`src/rtl/sha256_pkg.sv`:
```
// Shared SHA-256 definitions: word/window sizes, schedule FSM states and
// the output-register payload layout.
package sha256_pkg;

    localparam int unsigned WORD_W      = 32;
    localparam int unsigned SCHED_DEPTH = 16;
    localparam int unsigned T_W         = 7;
    localparam int unsigned IDX_W       = 6;

    typedef enum logic {
        LOAD   = 1'b0,
        EXPAND = 1'b1
    } sched_state_e;

    typedef struct packed {
        logic [WORD_W-1:0] word;
        logic [IDX_W-1:0]  index;
        logic              last;
    } sched_out_t;

endpackage

```
`src/rtl/msg_schedule_sigma.sv`:
```
// Small-sigma functions of the SHA-256 message schedule.
//   MOD_S0: y_c = ROTR7(x)  ^ ROTR18(x) ^ SHR3(x)
//   MOD_S1: y_c = ROTR17(x) ^ ROTR19(x) ^ SHR10(x)
// Ports: x (input word), y_c (combinational result).
module MOD_S0
    import sha256_pkg::*;
(
    input  logic [WORD_W-1:0] x,
    output logic [WORD_W-1:0] y_c
);
    assign y_c = {x[6:0], x[31:7]} ^ {x[17:0], x[31:18]} ^ (x >> 3);
endmodule

module MOD_S1
    import sha256_pkg::*;
(
    input  logic [WORD_W-1:0] x,
    output logic [WORD_W-1:0] y_c
);
    assign y_c = {x[16:0], x[31:17]} ^ {x[18:0], x[31:19]} ^ (x >> 10);
endmodule

```
`src/rtl/msg_schedule.sv`:
```
// SHA-256 message-schedule generator.
// Takes 16 message words over in_valid/in_ready, emits W[0..ROUNDS-1] over
// out_valid/out_ready through a single output register.
// Ports: clk, rst_n; in_valid/in_ready/in_word; out_valid/out_ready/out_word,
//        out_index (t of presented word), out_last (W[ROUNDS-1]); busy.
module msg_schedule
    import sha256_pkg::*;
#(
    parameter int unsigned ROUNDS = 64
) (
    input  logic              clk,
    input  logic              rst_n,
    input  logic              in_valid,
    output logic              in_ready,
    input  logic [0:WORD_W-1] in_word,
    output logic              out_valid,
    input  logic              out_ready,
    output logic [0:WORD_W-1] out_word,
    output logic [IDX_W-1:0]  out_index,
    output logic              out_last,
    output logic              busy
);

    sched_state_e      state_q, state_d;
    logic [T_W-1:0]    t_q, t_d, t_cur;
    sched_out_t        out_q, out_d;
    logic              out_valid_q, out_valid_d;
    logic              busy_q, busy_d;
    logic              alive_q;
    logic [WORD_W-1:0] win_q [SCHED_DEPTH];

    logic              wr_ok, done, in_hs, gen, push, last_hs;
    logic [WORD_W-1:0] s0_w, s1_w, exp_word, push_word;

    // Window entry 1 = W[t-15], entry 14 = W[t-2].
    MOD_S0 u_s0 (.x(win_q[1]),  .y_c(s0_w));
    MOD_S1 u_s1 (.x(win_q[14]), .y_c(s1_w));

    assign exp_word  = s1_w + win_q[9] + s0_w + win_q[0];

    assign wr_ok     = !out_valid_q || out_ready;
    assign done      = (t_q == T_W'(ROUNDS));
    // Input is also accepted while W[ROUNDS-1] drains so blocks run back to back.
    assign in_ready  = alive_q && wr_ok && ((state_q == LOAD) || done);
    assign in_hs     = in_valid && in_ready;
    assign gen       = (state_q == EXPAND) && (t_q < T_W'(ROUNDS)) && wr_ok;
    assign push      = in_hs || gen;
    assign push_word = in_hs ? WORD_W'(in_word) : exp_word;
    assign last_hs   = out_valid_q && out_ready && out_q.last;
    assign t_cur     = done ? '0 : t_q;

    // Registers: FSM state, t counter, output stage, busy, window.
    always_ff @(posedge clk or negedge rst_n) begin
        if (!rst_n) begin
            state_q     <= LOAD;
            t_q         <= '0;
            out_q       <= '0;
            out_valid_q <= 1'b0;
            busy_q      <= 1'b0;
            alive_q     <= 1'b0;
            for (int unsigned i = 0; i < SCHED_DEPTH; i++) begin
                win_q[i] <= '0;
            end
        end else begin
            state_q     <= state_d;
            t_q         <= t_d;
            out_q       <= out_d;
            out_valid_q <= out_valid_d;
            busy_q      <= busy_d;
            alive_q     <= 1'b1;
            if (push) begin
                for (int unsigned i = 0; i < SCHED_DEPTH - 1; i++) begin
                    win_q[i] <= win_q[i+1];
                end
                win_q[SCHED_DEPTH-1] <= push_word;
            end
        end
    end

    // Next-state and output-register logic.
    always_comb begin
        state_d     = state_q;
        t_d         = t_q;
        out_d       = out_q;
        out_valid_d = out_valid_q;
        busy_d      = busy_q;

        if (out_valid_q && out_ready) begin
            out_valid_d = 1'b0;
        end
        if (last_hs) begin
            state_d = LOAD;
            t_d     = '0;
            busy_d  = 1'b0;
        end
        if (push) begin
            out_d.word  = push_word;
            out_d.index = IDX_W'(t_cur);
            out_d.last  = (t_cur == T_W'(ROUNDS - 1));
            out_valid_d = 1'b1;
            t_d         = t_cur + T_W'(1);
            if (in_hs) begin
                busy_d = 1'b1;
                if (t_cur == T_W'(SCHED_DEPTH - 1)) begin
                    state_d = EXPAND;
                end
            end
        end
    end

    assign out_valid = out_valid_q;
    assign out_word  = out_q.word;
    assign out_index = out_q.index;
    assign out_last  = out_q.last;
    assign busy      = busy_q;

endmodule

```
`config.mk`:
```
export PLATFORM = sky130hd
export DESIGN_NAME = msg_schedule
export DESIGN_NICKNAME = d
export VERILOG_FILES = /design/src/rtl/sha256_pkg.sv /design/src/rtl/msg_schedule_sigma.sv /design/src/rtl/msg_schedule.sv
export SDC_FILE = /design/constraint.sdc
export NUM_CORES = 1
export LEC_CHECK = 0
export BUFFER_PORTS_ARGS = -buffer_cell sky130_fd_sc_hd__buf_2
export CAP_MARGIN = 20
export CORE_UTILIZATION = 35
export CTS_CLUSTER_DIAMETER = 120
export DETAILED_ROUTE_END_ITERATION = 8
export GPL_TIMING_DRIVEN = 0
export PLACE_DENSITY = 0.53
export SYNTH_ARGS = -nofsm -noshare
export SYNTH_HDL_FRONTEND = slang
export SYNTH_HIERARCHICAL = 1
export SYNTH_SLANG_ARGS = --single-unit
```
`constraint.sdc`:
```
create_clock -name clk -period 3.7 [get_ports clk]
set_clock_uncertainty 0.1 [all_clocks]
set_input_delay 0.37 -clock clk [delete_from_list [all_inputs] [get_ports clk]]
set_output_delay 0.37 -clock clk [all_outputs]
set_load 0.02 [all_outputs]
```
==> impl_metrics.csv <==
group,metric,value,unit
placement,place_inst,3786,
power_and_ir_drop,totalPowerFinal,31.5,mW
setup_path,cp_cell_sequence,"buf_4, xor3_4, inv_1, fa_1, fa_1, inv_1, ha_2, a21o_1, a221oi_4, o21ai_0, a31o_2, a222oi_1, o41a_1, nand2_1",
floorplan,fp-row-count,97,
logic_synthesis,synthArstFlopShare,1.00,
sta,min_period,4.21,ns
final_layout,final_cell_mix,"1324 x nand2_1, 500 x dfrtp_1, 175 x inv_1, 127 x buf_2, 106 x o21ai_0",
grt,grt_pass1_wl,116000,um
cts,max-clock-path-buffers,3,
outcome,violations,"negative setup slack",
sta,finalMaxSlewViolations,0,
setup_path,worst_ep_required_time,4.13,ns
floorplan,dieArea,73000,sq um
sta,fin_crit_sh,1.14,
setup_path,worstPathMaxFanout,6,
setup_path,critPathKind,"reg2reg",
placement,preCtsSetupSlack,-0.773,ns
logic_synthesis,ys_seq_area_frac,0.527,
final_layout,final_common_cell,"nand2_1",
final_layout,final_design_area_no_fill,30400,sq um
setup_path,slowest_stage,"fa_1",
final_layout,fin_cells,3963,
detailed_routing,finalWirelength,74700,um
logic_synthesis,synth-seq-cells,530,
logic_synthesis,ys_warn_count,6,
setup_path,start_kind,"flip-flop",
floorplan,ios,78,
sta,rsz0062_at_grt,"yes",
run,maxCapViolCount,0,
floorplan,start_util,0.356,
floorplan,die_h,270,um
floorplan,die-width,270,um
floorplan,coreArea,70600,sq um
setup_path,critical-path-top-delay-family,"compound AO/OA/AOI/OAI gates",
logic_synthesis,syn_inst,2764,
sta,hold_violations,0,
grt,grt_max_degree,122,
setup_path,crit_path_max_incr_delay,0.52,ns
cts,cts_made_buffers,56,
final_layout,syn_to_final_growth,20.7,%
sta,tightest_slew,0.995,ns
placement,portBuffers,77,
final_layout,nets,3110,
cts,clkSlewWorstSetupHoldPaths,0.06,ns
detailed_routing,remaining_drc_errors,0,
logic_synthesis,syn_area,25200,sq um
power_and_ir_drop,p_leak,15.7,nW
grt,grt_usage,0.208,
detailed_routing,drtIter0Drc,1472,
sta,fmax,0.238,GHz
cts,clkSinkCount,530,
logic_synthesis,synth_flop_cell,"dfrtp_1",
cts,ctsRootBufferMaster,"clkbuf_16",
placement,dp_hpwl,55600,um
grt,gr-total-overflow,0,
detailed_routing,final_antenna_net_count,0,
placement,finalWeightedCongestion,0.905,
placement,dpl_cell_area,26900,sq um
cts,cts_tree,"yes",
detailed_routing,vias,18800,
cts,h-tree-depth,2,
setup_path,path_buf_inv,3,
grt,grt_pass1_vias,19500,
logic_synthesis,synth_cell_types,63,
logic_synthesis,syn_nets,2895,
sta,finalSetupViolations,25,
detailed_routing,routed_via_density,4.74,
sta,setup_ws,-0.505,ns
setup_path,critPathArrivalTime,4.63,ns
logic_synthesis,avgSynthCellArea,9.10,sq um
sta,timing.slew.headroom,0.337,
cts,clkLatencyLatePin,0.63,ns
min_path,hold_class,"in2reg",
final_layout,nFillCells,7015,
sta,fin_hold_ws,0.101,ns
outcome,status,"complete, but fails checks",
final_layout,drive_gt1_frac,0.155,
detailed_routing,drt-pass1-iter-count,5,
setup_path,end_kind,"flip-flop",
power_and_ir_drop,ir_drop,0.831,mV
grt,grt_antenna_before_repair,1,
logic_synthesis,synth_edf_count,0,
detailed_routing,avgRoutedWirePerCell,18.9,um
power_and_ir_drop,p_per_area,1040,nW/um^2
-- where the power goes --
part / total, mW / leakage, nW / internal (mW) / switching, mW
Combinational: 17.1 / 7.76 / 7.47 / 9.61
Sequential: 8.34 / 6.99 / 7.17 / 1.17
Clock: 6.07 / 0.984 / 3.66 / 2.41
-- flip-flops by register name, summed over array words and instances (netlist names) --
register   cells
out_index      6
out_last       1
win_q        512
alive_q        1
out_valid      1
state_q        1
busy           1
t_q            7
-- path summary, 6_finish.rpt --
kind | startpoint | to | slack [ns] | cells after the start
min in group asynchronous | rst_n | busy$_DFF_PN0_ | 0.24 | 2
min | out_ready | out_valid$_DFFE_PN0P_ | 0.10 | 3
min reg2reg | win_q[102]$_DFFE_PN0P_ | win_q[134]$_DFFE_PN0P_ | 0.36 | 2
max in group asynchronous | rst_n | win_q[331]$_DFFE_PN0P_ | 1.65 | 4
max | win_q[456]$_DFFE_PN0P_ | win_q[29]$_DFFE_PN0P_ | -0.51 | 14
max reg2reg | win_q[456]$_DFFE_PN0P_ | win_q[29]$_DFFE_PN0P_ | -0.51 | 14
-- cells in the mapped netlist, types with 9 or more instances --
cell      number  area (sq um)
a21o_1        18           135
a21oi_1       42           210
a22oi_1       10          75.1
and3_1        17           106
buf_2         54           270
buf_4         32           240
clkbuf_1      76           285
dfrtp_1      530         13300
fa_1          62          1240
ha_1          33           413
inv_1        185           694
nand2_1     1327          4980
nand3_1       13          65.1
nand4_1       12          75.1
nor2_1        27           101
nor3_1        12          60.1
o21a_1         9          67.6
o21ai_0      129           646
xnor2_1       16           140
xor2_1        23           201
xor3_1        47          1120
-- cells by family (layout without fill, tap and decap cells) --
family / Yosys count / after routing / synth area share
buffers and inverters: 351 / 609 / 0.0599
adder cells (fa/ha/maj): 95 / 95 / 0.0657
flip-flops: 530 / 530 / 0.527
AO/OA/AOI/OAI: 266 / 266 / 0.0642
XOR/XNOR: 90 / 90 / 0.0624
other: 1 / 2 / 0.000149
AND/OR/NAND/NOR: 1431 / 1431 / 0.221
-- cell type report --
class / instances / area, sq um / share of cell area
clock buffers: 80 / 1650 / 0.0544
repair buffers: 163 / 1250 / 0.0413
multi-input cells: 1883 / 11100 / 0.366
well taps: 940 / 1180 / 0.0387
flip-flops and latches: 530 / 13300 / 0.438
diodes: 1 / 2.50 / 0.0000824
inverters: 185 / 697 / 0.0229
clock inverters: 21 / 344 / 0.0113
plain buffers: 160 / 832 / 0.0274
-- through the flow --
step | utilization | setup TNS (ns)
detailed placement | 0.381 | -12.73
floorplan | - | -0.0746
global route | 0.430 | -9.49
CTS | 0.423 | -6.71
global placement | 0.380 | -4544.02
finish | 0.430 | -6.72
-- per-layer routing --
| layer | vias up | part of all wire | global-route usage |
|---|---|---|---|
| li1 | 9016 | - | - |
| met1 | 9185 | 0.45 | 0.283 |
| met2 | 466 | 0.45 | 0.331 |
| met3 | 130 | 0.056 | 0.0352 |
| met4 | 0 | 0.040 | 0.0821 |
| met5 | - | 0 | 0 |
-- worst min-delay path: stages --
cell and delay (ns):
buf_2 0.08, nand2b_1 0.25, nand2_1 0.08
-- what timing repair did --
| action | in CTS | in global routing |
|---|---|---|
| buffers inserted | 35 | 14 |
| endpoints found under the hold margin | 136 | 0 |
| gates resized for setup | 111 | 86 |
| setup endpoints to repair | 32 | 27 |
| pin swaps | 45 | 33 |
| hold buffers | 32 | 0 |
Power figures use the tool's default switching activity.
